File: src/rtl/se_qubip_arbiter.sv
// se_qubip_arbiter: round-robin two-requester scheduler for the secure-element core bus
// Ports: i_clk/i_rst clock and async reset; i_req/i_lock per-requester request and session lock;
// i_mod/i_ctrl/i_add/i_data per-requester payloads; o_gnt one-hot grant; o_done/o_err beat
// completion and timeout pulses; o_dout captured core data; o_busy not idle; o_se_* core bus;
// i_se_data/i_se_end_op core response.
module se_qubip_arbiter #(
  parameter int SETTLE_CYC = 2,
  parameter int TO_W = 20
) (
  input  logic         i_clk,
  input  logic         i_rst,
  input  logic [1:0]   i_req,
  input  logic [1:0]   i_lock,
  input  logic [63:0]  i_mod,
  input  logic [63:0]  i_ctrl,
  input  logic [127:0] i_add,
  input  logic [127:0] i_data,
  output logic [1:0]   o_gnt,
  output logic [1:0]   o_done,
  output logic [1:0]   o_err,
  output logic [63:0]  o_dout,
  output logic         o_busy,
  output logic [63:0]  o_se_control,
  output logic [63:0]  o_se_add,
  output logic [63:0]  o_se_data,
  input  logic [63:0]  i_se_data,
  input  logic         i_se_end_op
);
  typedef enum logic [2:0] {IDLE, ARB, DRIVE, WAIT, RESP, HOLD, TOUT} state_t;
  state_t state;
  logic g, last, win;
  logic [1:0] sel;
  logic [3:0] scnt;
  logic [TO_W-1:0] tcnt;
  logic [63:0] ctl_sel, add_sel, dat_sel;
  // both requesting: the one not served last; otherwise whichever is asking
  assign win = (i_req == 2'b11) ? ~last : i_req[1];
  assign sel = g ? 2'b10 : 2'b01;
  assign ctl_sel = g ? {i_mod[63:32], i_ctrl[63:32]} : {i_mod[31:0], i_ctrl[31:0]};
  assign add_sel = g ? i_add[127:64] : i_add[63:0];
  assign dat_sel = g ? i_data[127:64] : i_data[63:0];
  assign o_busy = state != IDLE;
  always_ff @(posedge i_clk or posedge i_rst) begin
    if (i_rst) begin
      state <= IDLE;
      g <= 1'b0;
      last <= 1'b1;
      scnt <= '0;
      tcnt <= '0;
      o_gnt <= '0;
      o_done <= '0;
      o_err <= '0;
      o_dout <= '0;
      o_se_control <= '0;
      o_se_add <= '0;
      o_se_data <= '0;
    end else begin
      o_done <= '0;
      o_err <= '0;
      case (state)
        IDLE: if (|i_req) begin
          g <= win;
          last <= win;
          o_gnt <= win ? 2'b10 : 2'b01;
          state <= ARB;
        end
        ARB: begin
          scnt <= '0;
          tcnt <= '0;
          o_se_control <= ctl_sel;
          o_se_add <= add_sel;
          o_se_data <= dat_sel;
          state <= DRIVE;
        end
        DRIVE: begin
          scnt <= scnt + 4'd1;
          if (scnt == 4'(SETTLE_CYC - 1)) state <= WAIT;
        end
        // timeout fires on the cycle the counter would reach all-ones; end_op has priority
        WAIT: begin
          tcnt <= tcnt + 1'b1;
          if (i_se_end_op) begin
            o_done <= sel;
            o_dout <= i_se_data;
            state <= RESP;
          end else if (tcnt == {{(TO_W-1){1'b1}}, 1'b0}) begin
            o_done <= sel;
            o_err <= sel;
            o_dout <= '1;
            o_se_control <= '0;
            state <= TOUT;
          end
        end
        RESP: if (i_lock[g]) state <= HOLD;
        else begin
          o_gnt <= '0;
          o_se_control <= '0;
          state <= IDLE;
        end
        // module stays selected; a new beat from the owner skips arbitration
        HOLD: if (i_req[g]) begin
          scnt <= '0;
          tcnt <= '0;
          o_se_control <= ctl_sel;
          o_se_add <= add_sel;
          o_se_data <= dat_sel;
          state <= DRIVE;
        end else if (!i_lock[g]) begin
          o_gnt <= '0;
          o_se_control <= '0;
          state <= IDLE;
        end
        TOUT: begin
          o_gnt <= '0;
          state <= IDLE;
        end
        default: state <= IDLE;
      endcase
    end
  end
endmodule

File: config.mk
export PLATFORM = sky130hd
export DESIGN_NAME = se_qubip_arbiter
export DESIGN_NICKNAME = d
export VERILOG_FILES = /design/src/rtl/se_qubip_arbiter.sv
export SDC_FILE = /design/constraint.sdc
export NUM_CORES = 1
export LEC_CHECK = 0
export ABC_CLOCK_PERIOD_IN_PS = 11150
export BUFFER_PORTS_ARGS = -buffer_cell sky130_fd_sc_hd__buf_2
export CORE_AREA = 2 2 275 277
export CTS_CLUSTER_SIZE = 40
export DETAILED_ROUTE_END_ITERATION = 16
export DIE_AREA = 0 0 277 279
export GPL_TIMING_DRIVEN = 1
export HOLD_SLACK_MARGIN = 0.1
export PLACE_DENSITY = 0.41
export SETUP_SLACK_MARGIN = 0.3
export SLEW_MARGIN = 20
export SYNTH_ARGS = -nofsm -noshare
export SYNTH_HDL_FRONTEND = slang
export SYNTH_SLANG_ARGS = --single-unit
File: constraint.sdc
create_clock -name i_clk -period 11.15 [get_ports i_clk]
set_clock_uncertainty 0.15 [all_clocks]
set_input_delay 1.6725 -clock i_clk [delete_from_list [all_inputs] [get_ports i_clk]]
set_output_delay 1.6725 -clock i_clk [all_outputs]
set_load 0.02 [all_outputs]
==> metrics, run 1 <==
gate count of the mapped netlist 1351; overall routing resource usage 12.7%; Worst Setup SP i_req[1]; Area Growth Syn to Fin 41.3%; final count of pins violating max slew 0; Fmax achieved 0.263 GHz; Netlist Area Pre-Place 0.0137 sq mm; total overflow reported by the global router 0; Power Dens Cells 305 mW/mm^2; Critical path buffers and inverters 2; Site Rows 100; wire length of the first global-routing pass 76900 um; cells traversed along the worst timing path buf_2 > mux2i_1 > a21o_4 > buf_4 > nand3_1 > o22ai_1; highest cell delay on the worst timing path 0.77 ns; cts-stage hold buffer count 0; horizontal die dimension 277 um; Register-to-Register Setup Slack 7.55 ns; Max clock buf depth 3; proportion of layout cells with a drive suffix above 1 39.8%; Initial Utilization 18.5%; Primary FF master, synth sky130_fd_sc_hd__dfrtp_1; actual transition at the worst max-transition pin 0.963 ns; number of nets in the synthesized netlist 1810; number of different library cells in the post-synthesis netlist 50; hpwl dp 38400 um; number of setup violations in the final report 0; vias in the first global route 12729; global routing usage on met1 15.0%; CP Launch Type input pin; worst reg-to-reg path cell count 5; Root Buffer sky130_fd_sc_hd__clkbuf_16; Multi-input gate area 0.00582 sq mm; dominant delay contributor by cell family on the critical path buffers and inverters; signal arrival time at the worst endpoint 4.10 ns; clk_lat worst skew 0.56 ns; maximum number of pins on one net before global-route repair 222; WL/cell 17.2 um; die area 0.0773 sq mm; Routed Wire Length 51600 um; master of the slowest instance on the critical path sky130_fd_sc_hd__buf_4; Synthesis Warnings 0; async set or reset register ratio after synthesis 100%; endpoint of the worst-slack reg-to-reg timing path o_se_control[33]$_DFFE_PP0P_; register cell area after layout 0.00729 sq mm; result of the run finished, final reports clean; met3 Usage GRT 3.37%; syn_area_per_cell 10.2 sq um; Reg-to-Reg Start g$_DFFE_PP0P_; peak supply drop 0.133 mV; number of antenna violations at the first check in global routing 7; number of buffers inserted by port buffering 717; Design Power 5920 uW; number of DRC markers in iteration 0 541; number of endpoints with negative hold slack in the final report 0; Sinks on Clock Net 291; CP required 11.44 ns; I/O pin count 718; Antenna Nets Post-Route 0; Worst-path clk slew 0.05 ns; vertical extent of the die 279 um; Period minus WS final 3.80 ns; CTS tree yes; core region area 0.0741 sq mm; met2 Track Usage GR 22.1%; endpoint type of the worst setup path flop; synthesized flop and latch total 291; last weighted congestion value of the routability-driven placer 0.868; postcts setup bufs 0; TritonCTS Buffers 37; Resized cells post-CTS 0; remaining design rule violation count 0; maximum fanout along the worst path 92; critical path start-end classification input pin to flop; EDFF count, synth 0; max-capacitance violation count 0; number of nets in the finished design 2462; Worst slew margin 35.8%; share of the yosys chip area belonging to registers 53.1%; CTS H-tree depth 2; count of vias placed by the detailed router 12696; final worst-path cycle share 34.1%; critical path capture point o_se_control[33]$_DFFE_PP0P_; average via count per standard cell 4.22; leakage power total 0.00984 uW; Detailed Routing Iterations Pass 1 5; class of the tightest hold or removal check flop to flop; setup repair after global routing missed its margin no; Levels on crit path 6; fill cell total of the finished layout 7971; layer with the highest usage after global routing met2; Sum Neg Setup Slack 0 ns
cell families (layout without fill, tap and decap cells):
group / count (synthesis) / in the layout / synth area share (%)
other cells: 0 / 6 / 0
buf+inv: 128 / 808 / 4.69
simple gates: 348 / 348 / 11.4
xor+xnor: 1 / 1 / 0.0639
fa+ha+maj: 4 / 4 / 0.365
compound gates: 378 / 378 / 15.7
mux: 201 / 201 / 14.7
flops: 291 / 291 / 53.1
layout by cell type (no fill, tap or decap), types with 4 or more instances in the layout:
| cell type | instances |
|---|---|
| sky130_fd_sc_hd__ha_1 | 4 |
| sky130_fd_sc_hd__or4_1 | 10 |
| sky130_fd_sc_hd__clkbuf_1 | 8 |
| sky130_fd_sc_hd__nand4_1 | 7 |
| sky130_fd_sc_hd__inv_1 | 7 |
| sky130_fd_sc_hd__buf_4 | 12 |
| sky130_fd_sc_hd__dfrtp_1 | 289 |
| sky130_fd_sc_hd__buf_2 | 717 |
| sky130_fd_sc_hd__nand2b_1 | 8 |
| sky130_fd_sc_hd__o21ai_0 | 6 |
| sky130_fd_sc_hd__o21ai_1 | 133 |
| sky130_fd_sc_hd__nand2_1 | 151 |
| sky130_fd_sc_hd__o22ai_1 | 131 |
| sky130_fd_sc_hd__diode_2 | 6 |
| sky130_fd_sc_hd__mux2i_1 | 200 |
| sky130_fd_sc_hd__o31ai_1 | 9 |
| sky130_fd_sc_hd__a22o_1 | 4 |
| sky130_fd_sc_hd__nor2_1 | 71 |
| sky130_fd_sc_hd__clkinv_2 | 6 |
| sky130_fd_sc_hd__clkbuf_8 | 9 |
| sky130_fd_sc_hd__nand3_1 | 70 |
| sky130_fd_sc_hd__a21oi_1 | 80 |
| sky130_fd_sc_hd__nor3_1 | 5 |
| sky130_fd_sc_hd__nor4_1 | 5 |
| sky130_fd_sc_hd__clkbuf_16 | 37 |
power by group:
group / leakage (uW) / switching, uW / total (uW) / internal, uW
registers: 0.00369 / 351 / 1900 / 1550
clock network: 0.000624 / 494 / 1240 / 749
logic: 0.00553 / 1760 / 2770 / 1010
area by class of cell:
type | instances | area share (%)
Antenna cell | 6 | 0.0775
Clock buffer | 54 | 5.57
Clock inverter | 13 | 1.00
Inverter | 10 | 0.232
Multi-Input combinational cell | 932 | 30.1
Sequential cell | 291 | 37.6
Tap cell | 969 | 6.26
Timing Repair Buffer | 731 | 19.2
worst reg2reg max path: stages, from the launching register on:
cell and delay (ns):
sky130_fd_sc_hd__dfrtp_4 0.90, sky130_fd_sc_hd__mux2i_1 0.49, sky130_fd_sc_hd__a21o_4 0.68, sky130_fd_sc_hd__buf_4 0.78, sky130_fd_sc_hd__nand3_1 0.29, sky130_fd_sc_hd__o22ai_1 0.19
sequential cells by signal, summed over array words and instances (netlist names):
name and cells:
o_done 2, state 3, last 1, o_dout 64
o_gnt 2, o_err 2, scnt 4, o_se_data 64
o_se_control 64, g 1, o_se_add 64, tcnt 20
synth_stat cells, types with 2 or more instances:
cell / instances / area share [%]
sky130_fd_sc_hd__a21o_1: 2 / 0.11
sky130_fd_sc_hd__clkbuf_1: 58 / 1.6
sky130_fd_sc_hd__and3_1: 2 / 0.091
sky130_fd_sc_hd__dfrtp_1: 290 / 53
sky130_fd_sc_hd__or4_1: 10 / 0.55
sky130_fd_sc_hd__nor2b_1: 3 / 0.14
sky130_fd_sc_hd__buf_4: 6 / 0.33
sky130_fd_sc_hd__nor4_1: 5 / 0.23
sky130_fd_sc_hd__nand4_1: 7 / 0.32
sky130_fd_sc_hd__nand3_1: 71 / 2.6
sky130_fd_sc_hd__buf_6: 12 / 0.99
sky130_fd_sc_hd__nor3_1: 5 / 0.18
sky130_fd_sc_hd__buf_1: 2 / 0.055
sky130_fd_sc_hd__nor4b_1: 3 / 0.19
sky130_fd_sc_hd__or3_1: 2 / 0.091
sky130_fd_sc_hd__and3b_1: 2 / 0.13
sky130_fd_sc_hd__inv_2: 2 / 0.055
sky130_fd_sc_hd__o21ai_0: 6 / 0.22
sky130_fd_sc_hd__o31ai_1: 9 / 0.49
sky130_fd_sc_hd__nor2_1: 71 / 1.9
sky130_fd_sc_hd__a21oi_1: 80 / 2.9
sky130_fd_sc_hd__nand2b_1: 8 / 0.36
sky130_fd_sc_hd__nand2_1: 153 / 4.2
sky130_fd_sc_hd__buf_2: 40 / 1.5
sky130_fd_sc_hd__o211ai_1: 2 / 0.11
sky130_fd_sc_hd__o22ai_1: 131 / 6.0
sky130_fd_sc_hd__a22o_1: 4 / 0.26
sky130_fd_sc_hd__inv_1: 8 / 0.22
sky130_fd_sc_hd__o21ai_1: 133 / 4.9
sky130_fd_sc_hd__mux2i_1: 200 / 15
sky130_fd_sc_hd__ha_1: 4 / 0.36
sky130_fd_sc_hd__and4_1: 2 / 0.13
per-layer routing:
layer  share of wire, %  vias to the layer above
met5              0.025                        -
met4                3.2                        2
met3                7.4                       79
met2                 50                      477
met1                 39                     5932
li1                   -                     6206
stage by stage:
step                instance area (sq um)  cells  hold slack, ns  util (%)  worst slack [ns]
floorplan                           13700   1351           0.307         -              1.30
global placement                    18100   2933           0.316      24.4              6.81
detailed placement                  18100   2933           0.320      24.4              6.78
CTS                                 19400   3000           0.332      26.1              7.39
global route                        19400   3003           0.357      26.1              7.03
finish                              19400   3006           0.324      26.2              7.35
how the worst min path moves through the flow:
stage                               from                         to  cells after the start  slack, ns
2_1_floorplan           last$_DFFE_PP1P_           last$_DFFE_PP1P_                      2       0.31
3_3_place_gp   o_se_data[11]$_DFFE_PP0P_  o_se_data[11]$_DFFE_PP0P_                      2       0.32
3_5_place_dp   o_se_data[54]$_DFFE_PP0P_  o_se_data[54]$_DFFE_PP0P_                      2       0.32
4_1_cts        o_se_data[54]$_DFFE_PP0P_  o_se_data[54]$_DFFE_PP0P_                      2       0.33
5_1_grt        o_se_data[18]$_DFFE_PP0P_  o_se_data[18]$_DFFE_PP0P_                      2       0.36
6_report       o_se_data[54]$_DFFE_PP0P_  o_se_data[54]$_DFFE_PP0P_                      2       0.32
Power figures use the tool's default switching activity.
==> run 2, diff against run 1 <==
ABC_AREA = 1   (was unset)
ABC_CLOCK_PERIOD_IN_PS = 3100   (was 11150)
CORE_AREA = 2 2 283 285   (was 2 2 275 277)
DIE_AREA = 0 0 285 287   (was 0 0 277 279)
PLACE_DENSITY = 0.43   (was 0.41)
clock period = 3.1 ns   (was 11.15 ns; I/O delays follow)
==> metrics, run 2 <==
result of the run finished, final reports clean; class of the tightest hold or removal check input pin to flop; CP required 2.48 ns (-8.96 ns); overall routing resource usage 16.3% (+3.6 points); wire length of the first global-routing pass 105000 um (+36%); proportion of layout cells with a drive suffix above 1 28.5% (-11 points); vertical extent of the die 287 um (+2.9%); async set or reset register ratio after synthesis 100% (unchanged); Antenna Nets Post-Route 0 (unchanged); Routed Wire Length 70000 um (+36%); final count of pins violating max slew 0 (unchanged); Netlist Area Pre-Place 0.0154 sq mm (+12%); Period minus WS final 2.67 ns; number of endpoints with negative hold slack in the final report 0 (unchanged); die area 0.0818 sq mm (+5.8%); synthesized flop and latch total 291 (unchanged); Detailed Routing Iterations Pass 1 5 (unchanged); CTS tree yes; leading cell types by count after synthesis 972 x sky130_fd_sc_hd__nand2_1, 290 x sky130_fd_sc_hd__dfrtp_1, 211 x sky130_fd_sc_hd__nor2_1; number of DRC markers in iteration 0 938 (+73%); number of nets in the finished design 3571 (+45%); CTS H-tree depth 2 (unchanged); peak supply drop 0.477 mV (+260%); commonest non-fill, non-tap cell in the layout sky130_fd_sc_hd__nand2_1; vias in the first global route 17525 (+38%); core region area 0.0786 sq mm (+6.1%); hpwl dp 49200 um (+28%); horizontal die dimension 285 um (+2.9%); number of setup violations in the final report 0 (unchanged); postcts setup bufs 0 (unchanged); endpoint type of the worst setup path output port; setup repair after global routing missed its margin yes; critical path start-end classification flop to output port; Area Growth Syn to Fin 59.4%; CP Launch Type flop; maximum number of pins on one net before global-route repair 129 (-42%); clk_lat worst skew 0.56 ns (about the same); last weighted congestion value of the routability-driven placer 0.835 (-3.8%); Worst slew margin 40.8% (+5.0 points); max-capacitance violation count 0 (unchanged); Yosys top cell area share 47.2% (-5.7 points); Fmax achieved 0.374 GHz; gate count of the mapped netlist 2138 (+58%); share of the yosys chip area belonging to registers 47.4% (-5.7 points); Max clock buf depth 3 (unchanged); Sinks on Clock Net 291 (unchanged); number of different library cells in the post-synthesis netlist 31 (-38%); TritonCTS Buffers 40 (+8.1%); cell types occupying the most area after synthesis sky130_fd_sc_hd__dfrtp_1 47%, sky130_fd_sc_hd__nand2_1 24%, sky130_fd_sc_hd__nand3_1 5.8%; maximum fanout along the worst path 11 (-88%); top library cells by usage in the layout, fill and taps aside 968 x sky130_fd_sc_hd__nand2_1, 717 x sky130_fd_sc_hd__buf_2, 322 x sky130_fd_sc_hd__dlygate4sd3_1, 289 x sky130_fd_sc_hd__dfrtp_1, 210 x sky130_fd_sc_hd__nor2_1; Initial Utilization 19.6% (+1.0 points); Design Power 25300 uW (+330%); leakage power total 0.0125 uW (+27%); Primary FF master, synth sky130_fd_sc_hd__dfrtp_1; total overflow reported by the global router 0 (unchanged); I/O pin count 718 (unchanged); EDFF count, synth 0 (unchanged); Synthesis Warnings 0 (unchanged); largest area contributor in the netlist sky130_fd_sc_hd__dfrtp_1; Site Rows 103 (+3.0%); actual transition at the worst max-transition pin 0.888 ns (-0.0757 ns); number of buffers inserted by port buffering 717 (unchanged); WL/cell 16.7 um (-2.9%); number of nets in the synthesized netlist 2597 (+43%); average via count per standard cell 4.17 (-1.2%); final core utilization 31.2% (+5.0 points); number of antenna violations at the first check in global routing 9 (+2); Root Buffer sky130_fd_sc_hd__clkbuf_16; final worst-path cycle share 86.3%; signal arrival time at the worst endpoint 2.06 ns (-2.04 ns); Worst-path clk slew 0.06 ns (about the same); count of vias placed by the detailed router 17517 (+38%); cell with the most instances after synthesis sky130_fd_sc_hd__nand2_1; Power Dens Cells 1030 mW/mm^2 (+240%); syn_area_per_cell 7.19 sq um (-29%); remaining design rule violation count 0 (unchanged)
-- run 2: cell count changes after synthesis, sizes merged, moves of 15 or more --
cell,change
a21oi,-77
a31oi,+128
buf,+36
clkbuf,-15
inv,+81
mux2i,-200
nand2,+823
nand3,+108
nor2,+144
o21ai,-121
o22ai,-126
or2,+65
-- run 2: logic make-up (layout without fill, tap and decap cells) --
| family | count (synthesis) | in the layout | share of synthesized area, % |
|---|---|---|---|
| compound gates | 159 | 159 | 6.40 |
| xor+xnor | 8 | 8 | 0.456 |
| fa+ha+maj | 4 | 4 | 0.326 |
| buf+inv | 230 | 1234 | 7.27 |
| flops | 291 | 291 | 47.4 |
| other cells | 0 | 6 | 0 |
| simple gates | 1446 | 1446 | 38.2 |
-- run 2: power by group --
group / switching, uW / internal [uW] / total (uW) / leakage, uW
registers: 1120 / 5590 / 6710 / 0.00346
clock network: 1890 / 2690 / 4570 / 0.000622
logic: 8540 / 5450 / 14000 / 0.00838
total: 11500 / 13700 / 25300 / 0.0125
-- run 2: final timing paths --
path | from | slack [ns] | endpoint | cells past startpoint
min | i_ctrl[30] | 0.14 | o_se_control[30]$_DFFE_PP0P_ | 7
max in group asynchronous | i_rst | 1.52 | o_se_control[6]$_DFFE_PP0P_ | 4
min in group asynchronous | i_rst | 0.23 | o_err[0]$_DFF_PP0_ | 3
max | state[2]$_DFFE_PP0P_ | 0.43 | o_busy | 5
min reg2reg | o_gnt[1]$_DFFE_PP0P_ | 0.33 | o_gnt[1]$_DFFE_PP0P_ | 2
max reg2reg | g$_DFFE_PP0P_ | 0.46 | o_se_add[62]$_DFFE_PP0P_ | 9
-- run 2: layout make-up --
cell class	instances	area, sq um
multi-input combinational	1617	7030
tap	1050	1310
fill	8716	54100
sequential	291	7290
clock buffer	62	1170
clock inverter	10	92.6
timing repair buffer	1071	7240
antenna	6	15.0
inverter	91	350
-- run 2: stage by stage --
stage	cell area, sq um	instances	setup TNS [ns]	worst slack [ns]	hold WS (ns)
2_1_floorplan	15400	2138	-399.20	-1.38	0.311
3_3_place_gp	20000	3797	0	0.703	0.230
3_5_place_dp	20000	3797	0	0.728	0.232
4_1_cts	24400	4191	0	0.343	0.101
5_1_grt	24500	4193	0	0.271	0.146
6_report	24500	4198	0	0.426	0.139
-- run 2: worst max-delay path, cell delays in order (launching register included) --
cell,delay [ns]
sky130_fd_sc_hd__dfrtp_1,0.73
sky130_fd_sc_hd__nor2_2,0.11
sky130_fd_sc_hd__inv_1,0.16
sky130_fd_sc_hd__nor2_1,0.07
sky130_fd_sc_hd__inv_1,0.21
sky130_fd_sc_hd__buf_2,0.22
-- run 2: repair_timing --
action | CTS | global route
hold buffers | 322 | 0
resized for setup | 0 | 3
hold endpoints to repair | 311 | 0
endpoints found under the setup margin | 0 | 29
-- run 2: per-layer routing --
metal,global-route usage (%),routed length (um),vias to the layer above
li1,-,-,8711
met1,20.0,29300,8153
met2,28.4,34300,539
met3,4.20,4590,104
met4,4.24,1720,10
met5,0,66,-
